$ cat src/rtl/fsb_trace_replay_pkg.sv
// Shared opcode and state definitions for the ROM-driven trace replay engine.
package fsb_trace_replay_pkg;

    localparam int unsigned OPCODE_WIDTH = 4;

    typedef enum logic [OPCODE_WIDTH-1:0] {
        OP_WAIT     = 4'd0,
        OP_SEND     = 4'd1,
        OP_RECV     = 4'd2,
        OP_DONE     = 4'd3,
        OP_FINISH   = 4'd4,
        OP_CTR_INIT = 4'd5,
        OP_CTR_WAIT = 4'd6
    } opcode_e;

    typedef enum logic {
        ST_RUN  = 1'b0,
        ST_DONE = 1'b1
    } state_e;

    function automatic logic is_legal_op(input logic [OPCODE_WIDTH-1:0] op);
        return op <= OP_CTR_WAIT;
    endfunction

endpackage

$ cat src/rtl/fsb_trace_replay.sv
// Trace replay engine: fetches {opcode, payload} from a combinational ROM and
// sends, receives/compares, waits or stops; done/error flags are sticky.
module fsb_trace_replay
    import fsb_trace_replay_pkg::*;
#(
    parameter int unsigned ring_width_p     = 80,
    parameter int unsigned rom_addr_width_p = 32,
    parameter int unsigned counter_width_p  = 32
) (
    input  logic                          clk_i,
    input  logic                          reset_i,
    input  logic                          en_i,

    input  logic                          v_i,
    input  logic [ring_width_p-1:0]       data_i,
    output logic                          ready_o,

    output logic                          v_o,
    output logic [ring_width_p-1:0]       data_o,
    input  logic                          yumi_i,

    output logic [rom_addr_width_p-1:0]   rom_addr_o,
    input  logic [ring_width_p+3:0]       rom_data_i,

    output logic                          done_o,
    output logic                          error_o
);

    state_e                        state_q, state_d;
    logic [rom_addr_width_p-1:0]   addr_q, addr_d, addr_inc;
    logic [counter_width_p-1:0]    ctr_q, ctr_d;
    logic                          done_q, done_d;
    logic                          error_q, error_d;

    logic [OPCODE_WIDTH-1:0]       op;
    logic [ring_width_p-1:0]       payload;
    logic                          recv_miss;
    logic                          finish_hit;

    assign op       = rom_data_i[ring_width_p +: OPCODE_WIDTH];
    assign payload  = rom_data_i[ring_width_p-1:0];
    assign addr_inc = addr_q + rom_addr_width_p'(1);

    always_comb begin
        state_d    = state_q;
        addr_d     = addr_q;
        ctr_d      = ctr_q;
        done_d     = done_q;
        error_d    = error_q;
        recv_miss  = 1'b0;
        finish_hit = 1'b0;
        v_o        = 1'b0;
        ready_o    = 1'b0;

        if (en_i && !reset_i && state_q == ST_RUN) begin
            if (!is_legal_op(op)) begin
                error_d = 1'b1;
                done_d  = 1'b1;
                state_d = ST_DONE;
            end else begin
                case (op)
                    OP_WAIT: addr_d = addr_inc;
                    OP_SEND: begin
                        v_o = 1'b1;
                        if (yumi_i) addr_d = addr_inc;
                    end
                    OP_RECV: begin
                        ready_o = 1'b1;
                        // Advance on the handshake even when the compare fails.
                        if (v_i) begin
                            addr_d = addr_inc;
                            if (data_i != payload) begin
                                recv_miss = 1'b1;
                                error_d   = 1'b1;
                            end
                        end
                    end
                    OP_DONE: begin
                        done_d  = 1'b1;
                        state_d = ST_DONE;
                    end
                    OP_FINISH: begin
                        done_d     = 1'b1;
                        state_d    = ST_DONE;
                        finish_hit = 1'b1;
                    end
                    OP_CTR_INIT: begin
                        ctr_d  = payload[counter_width_p-1:0];
                        addr_d = addr_inc;
                    end
                    OP_CTR_WAIT: begin
                        if (ctr_q == '0) addr_d = addr_inc;
                        else             ctr_d  = ctr_q - counter_width_p'(1);
                    end
                    default: ;
                endcase
            end
        end
    end

    always_ff @(posedge clk_i) begin
        if (reset_i) begin
            state_q <= ST_RUN;
            addr_q  <= '0;
            ctr_q   <= '0;
            done_q  <= 1'b0;
            error_q <= 1'b0;
        end else begin
            state_q <= state_d;
            addr_q  <= addr_d;
            ctr_q   <= ctr_d;
            done_q  <= done_d;
            error_q <= error_d;
        end
    end

`ifndef SYNTHESIS
    always_ff @(posedge clk_i) begin
        if (recv_miss)
            $display("fsb_trace_replay: recv at addr %0d expected %h actual %h",
                     addr_q, payload, data_i);
        if (finish_hit)
            $finish;
    end
`endif

    assign data_o     = payload;
    assign rom_addr_o = addr_q;
    assign done_o     = done_q;
    assign error_o    = error_q;

endmodule

$ cat config.mk
export PLATFORM = sky130hd
export DESIGN_NAME = fsb_trace_replay
export DESIGN_NICKNAME = d
export VERILOG_FILES = /design/src/rtl/fsb_trace_replay_pkg.sv /design/src/rtl/fsb_trace_replay.sv
export SDC_FILE = /design/constraint.sdc
export NUM_CORES = 1
export LEC_CHECK = 0
export CAP_MARGIN = 20
export CORE_MARGIN = 4
export CORE_UTILIZATION = 43
export DETAILED_ROUTE_END_ITERATION = 7
export HOLD_SLACK_MARGIN = 0.02
export PLACE_DENSITY = 0.87
export SLEW_MARGIN = 20
export SYNTH_ARGS = -nofsm -noshare
export SYNTH_HDL_FRONTEND = slang
export SYNTH_SLANG_ARGS = --single-unit
$ cat constraint.sdc
create_clock -name clk_i -period 7.4 [get_ports clk_i]
set_input_delay 1.48 -clock clk_i [delete_from_list [all_inputs] [get_ports clk_i]]
set_output_delay 1.48 -clock clk_i [all_outputs]
set_load 0.005 [all_outputs]
==> reports/qor.csv <==
stage;metric;value;unit
status;status;finished, final reports clean;
die;fp.dieH;118.9;um
global_route;track_usage;0.2438;
detailed_routing;wl;18220;um
cells_and_area;drive_gt1_frac;0.04844;
setup_path;r2r-start;ctr_q[0];
setup_path;crit_chain;clkdlybuf4s50_1 -> or4b_1 -> nor3_1 -> clkdlybuf4s50_1;
timing;period_needed;4.864;ns
die;die_area;14130;um2
setup_path;critical_path_class;input pin to output pin;
clock_network;ctsHoldBuffers;0;
setup_path;crit_arrival;3.38;ns
clock_network;insertion_delay;0.33;ns
detailed_routing;first_pass_iters;5;
global_route;antenna_found_initial;0;
setup_path;cpMostUsedCell;clkdlybuf4s50_1;
placement;postPlaceCellArea;7610;um2
synthesis;syn_area;5286;um2
synthesis;netlist_instances;676;
cells_and_area;syn2layout_area_growth;49.87;%
power;leakagePower;2.809;nW
setup_path;required;5.92;ns
cells_and_area;fin_area;7923;um2
timing;fmax;0.2056;GHz
cells_and_area;nFillCells;996;
setup_path;startpoint_type;input pin;
clock_network;cts.clk_slew.worst_paths;0.05;ns
synthesis;async_flop_share;0;
synthesis;synth_edf_count;0;
power;ir_drop;0.1013;mV
timing;fin_worst_skew;0.01159;ns
synthesis;yosysWarningCount;0;
clock_network;htreeDepth;3;
detailed_routing;drc;0;
global_route;grt_pass1_wl;28590;um
cells_and_area;multiInputGateArea;3208;um2
timing;setup_viol;0;
synthesis;ys.flop_type;dfxtp_1;
synthesis;synth_nets;847;
timing;setup_slack;2.536;ns
placement;gp_congestion;0.8702;
clock_network;cts_buffers;9;
timing;slew_headroom;0.3432;
detailed_routing;route.vias.total;5879;
global_route;grt_max_degree;84;
setup_path;end_kind;output pin;
clock_network;cts_buffer_depth;2;
detailed_routing;ant_nets;0;
placement;dpl_worst_slack;2.558;ns
die;start_util;0.4401;
timing;maxSlewViolCount;0;
placement;dpl.cell_count;998;
clock_network;post_cts_buffers;0;
detailed_routing;drtIter0Drc;423;
setup_path;crit_fanout;6;
timing;finalCritPeriodShare;0.6573;
clock_network;cts_root_buffer;clkbuf_16;
synthesis;yosys.cell_types.count;60;
cells_and_area;layout.cells.non_filler;1014;
clock_network;post_cts_resized;0;
cells_and_area;n_antenna_cell;0;
cells_and_area;nets;1033;
global_route;overflow;0;
clock_network;clock_sinks;66;
placement;hpwlAfterDp;14180;um
detailed_routing;via_per_inst;5.798;
power;power.density;137.0;nW/um2
run;max_cap_violations;0;
worst_hold_path;hp-class;register to register;
worst_hold_path;min_from;ctr_q[17];
timing;worst_pin_slew;0.9852;ns
setup_path;cpPeakStageDelay;0.62;ns
cells_and_area;final-seq-area;1321;um2
cells_and_area;layout.cells.most_common;clkdlybuf4s50_1;
synthesis;ys_ff_latch;66;
die;fp.coreArea;12010;um2
timing;tns;0;ns
synthesis;avgSynthCellArea;7.820;um2
cells_and_area;final_cell_mix;283 x clkdlybuf4s50_1, 66 x dfxtp_1, 57 x xor2_1;
synthesis;seq_area_frac_synth;0.2499;
die;num_rows;40;
setup_path;critPathSlowestCell;or4b_1;
global_route;grt_pass1_vias;5629;
timing;hold_ws;0.4933;ns
timing;rsz0062_at_grt;no;
detailed_routing;wire_per_inst;17.96;um
clock_network;cts_tree;done;
placement;io_buffer_count;284;
timing;finalHoldViolCount;0;
setup_path;crit_path_start;rom_data_i[83];
die;fp.dieW;118.9;um
die;io_pins;285;
==> per-layer routing <==
metal	global-route usage	vias to the layer above	part of all wire
li1	-	2797	-
met1	0.2963	2729	0.39
met2	0.4359	314	0.50
met3	0.04891	39	0.082
met4	0.06807	0	0.022
met5	0	-	0
==> state kept, by name, summed over array words and instances, names as in the netlist <==
register / flops
done_o: 1
rom_addr_o: 32
error_o: 1
ctr_q: 32
==> worst paths after layout <==
check | endpoint | slack (ns) | cells after the start
setup / recovery | v_o | 2.54 | 4
hold reg to reg | ctr_q[17] | 0.49 | 2
hold / removal | ctr_q[17] | 0.49 | 2
setup reg to reg | ctr_q[20] | 4.23 | 8
==> where the power goes <==
part           total, mW  switching [mW]  internal (mW)  leakage, nW
combinational      0.291           0.123          0.168         2.13
clock              0.431           0.161          0.270        0.149
sequential         0.363         0.00405          0.359        0.532
total               1.09           0.289          0.797         2.81
==> through the flow <==
step	utilization	power, mW
after floorplan	-	0.5090
after global placement	0.6335	0.6563
after detailed placement	0.6335	0.6599
after CTS	0.6589	1.085
after global routing	0.6596	1.122
final	0.6596	1.086
==> cell usage after synthesis (17+ instances only) <==
master	instances	area, um2
nand2_1	56	210.2
nor2_1	36	135.1
xor2_1	57	499.2
nand4_1	21	131.4
nor3_1	18	90.09
nor4_1	23	143.9
a21oi_1	46	230.2
xnor2_1	29	254.0
a32o_1	17	170.2
buf_4	80	600.6
o21ai_0	43	215.2
clkbuf_1	26	97.59
dfxtp_1	66	1321
==> cell type report <==
cell class                 instances  area share
clock buffer                      10     0.03016
clock inverter                     6    0.008212
inverter                          12    0.005685
multi-input combinational        486      0.4049
sequential                        66      0.1668
tap                              147     0.02322
timing repair buffer             287      0.3610
==> cells by family (layout without fill, tap and decap cells) <==
group / Yosys count / after routing / synth area share
flip-flops: 66 / 66 / 0.2499
buffers and inverters: 124 / 315 / 0.1460
XOR/XNOR: 86 / 86 / 0.1425
adder cells (fa/ha/maj): 2 / 2 / 0.004733
multiplexers: 2 / 2 / 0.004260
AND/OR/NAND/NOR: 228 / 228 / 0.2334
AO/OA/AOI/OAI: 168 / 168 / 0.2192
==> worst max-delay path, delay by kind of cell <==
family | cells | cell delay [ns]
and+or+nand+nor | 2 | 0.85
buffers and inverters | 2 | 1.05
Note: power is estimated with default switching activity, not from simulation.
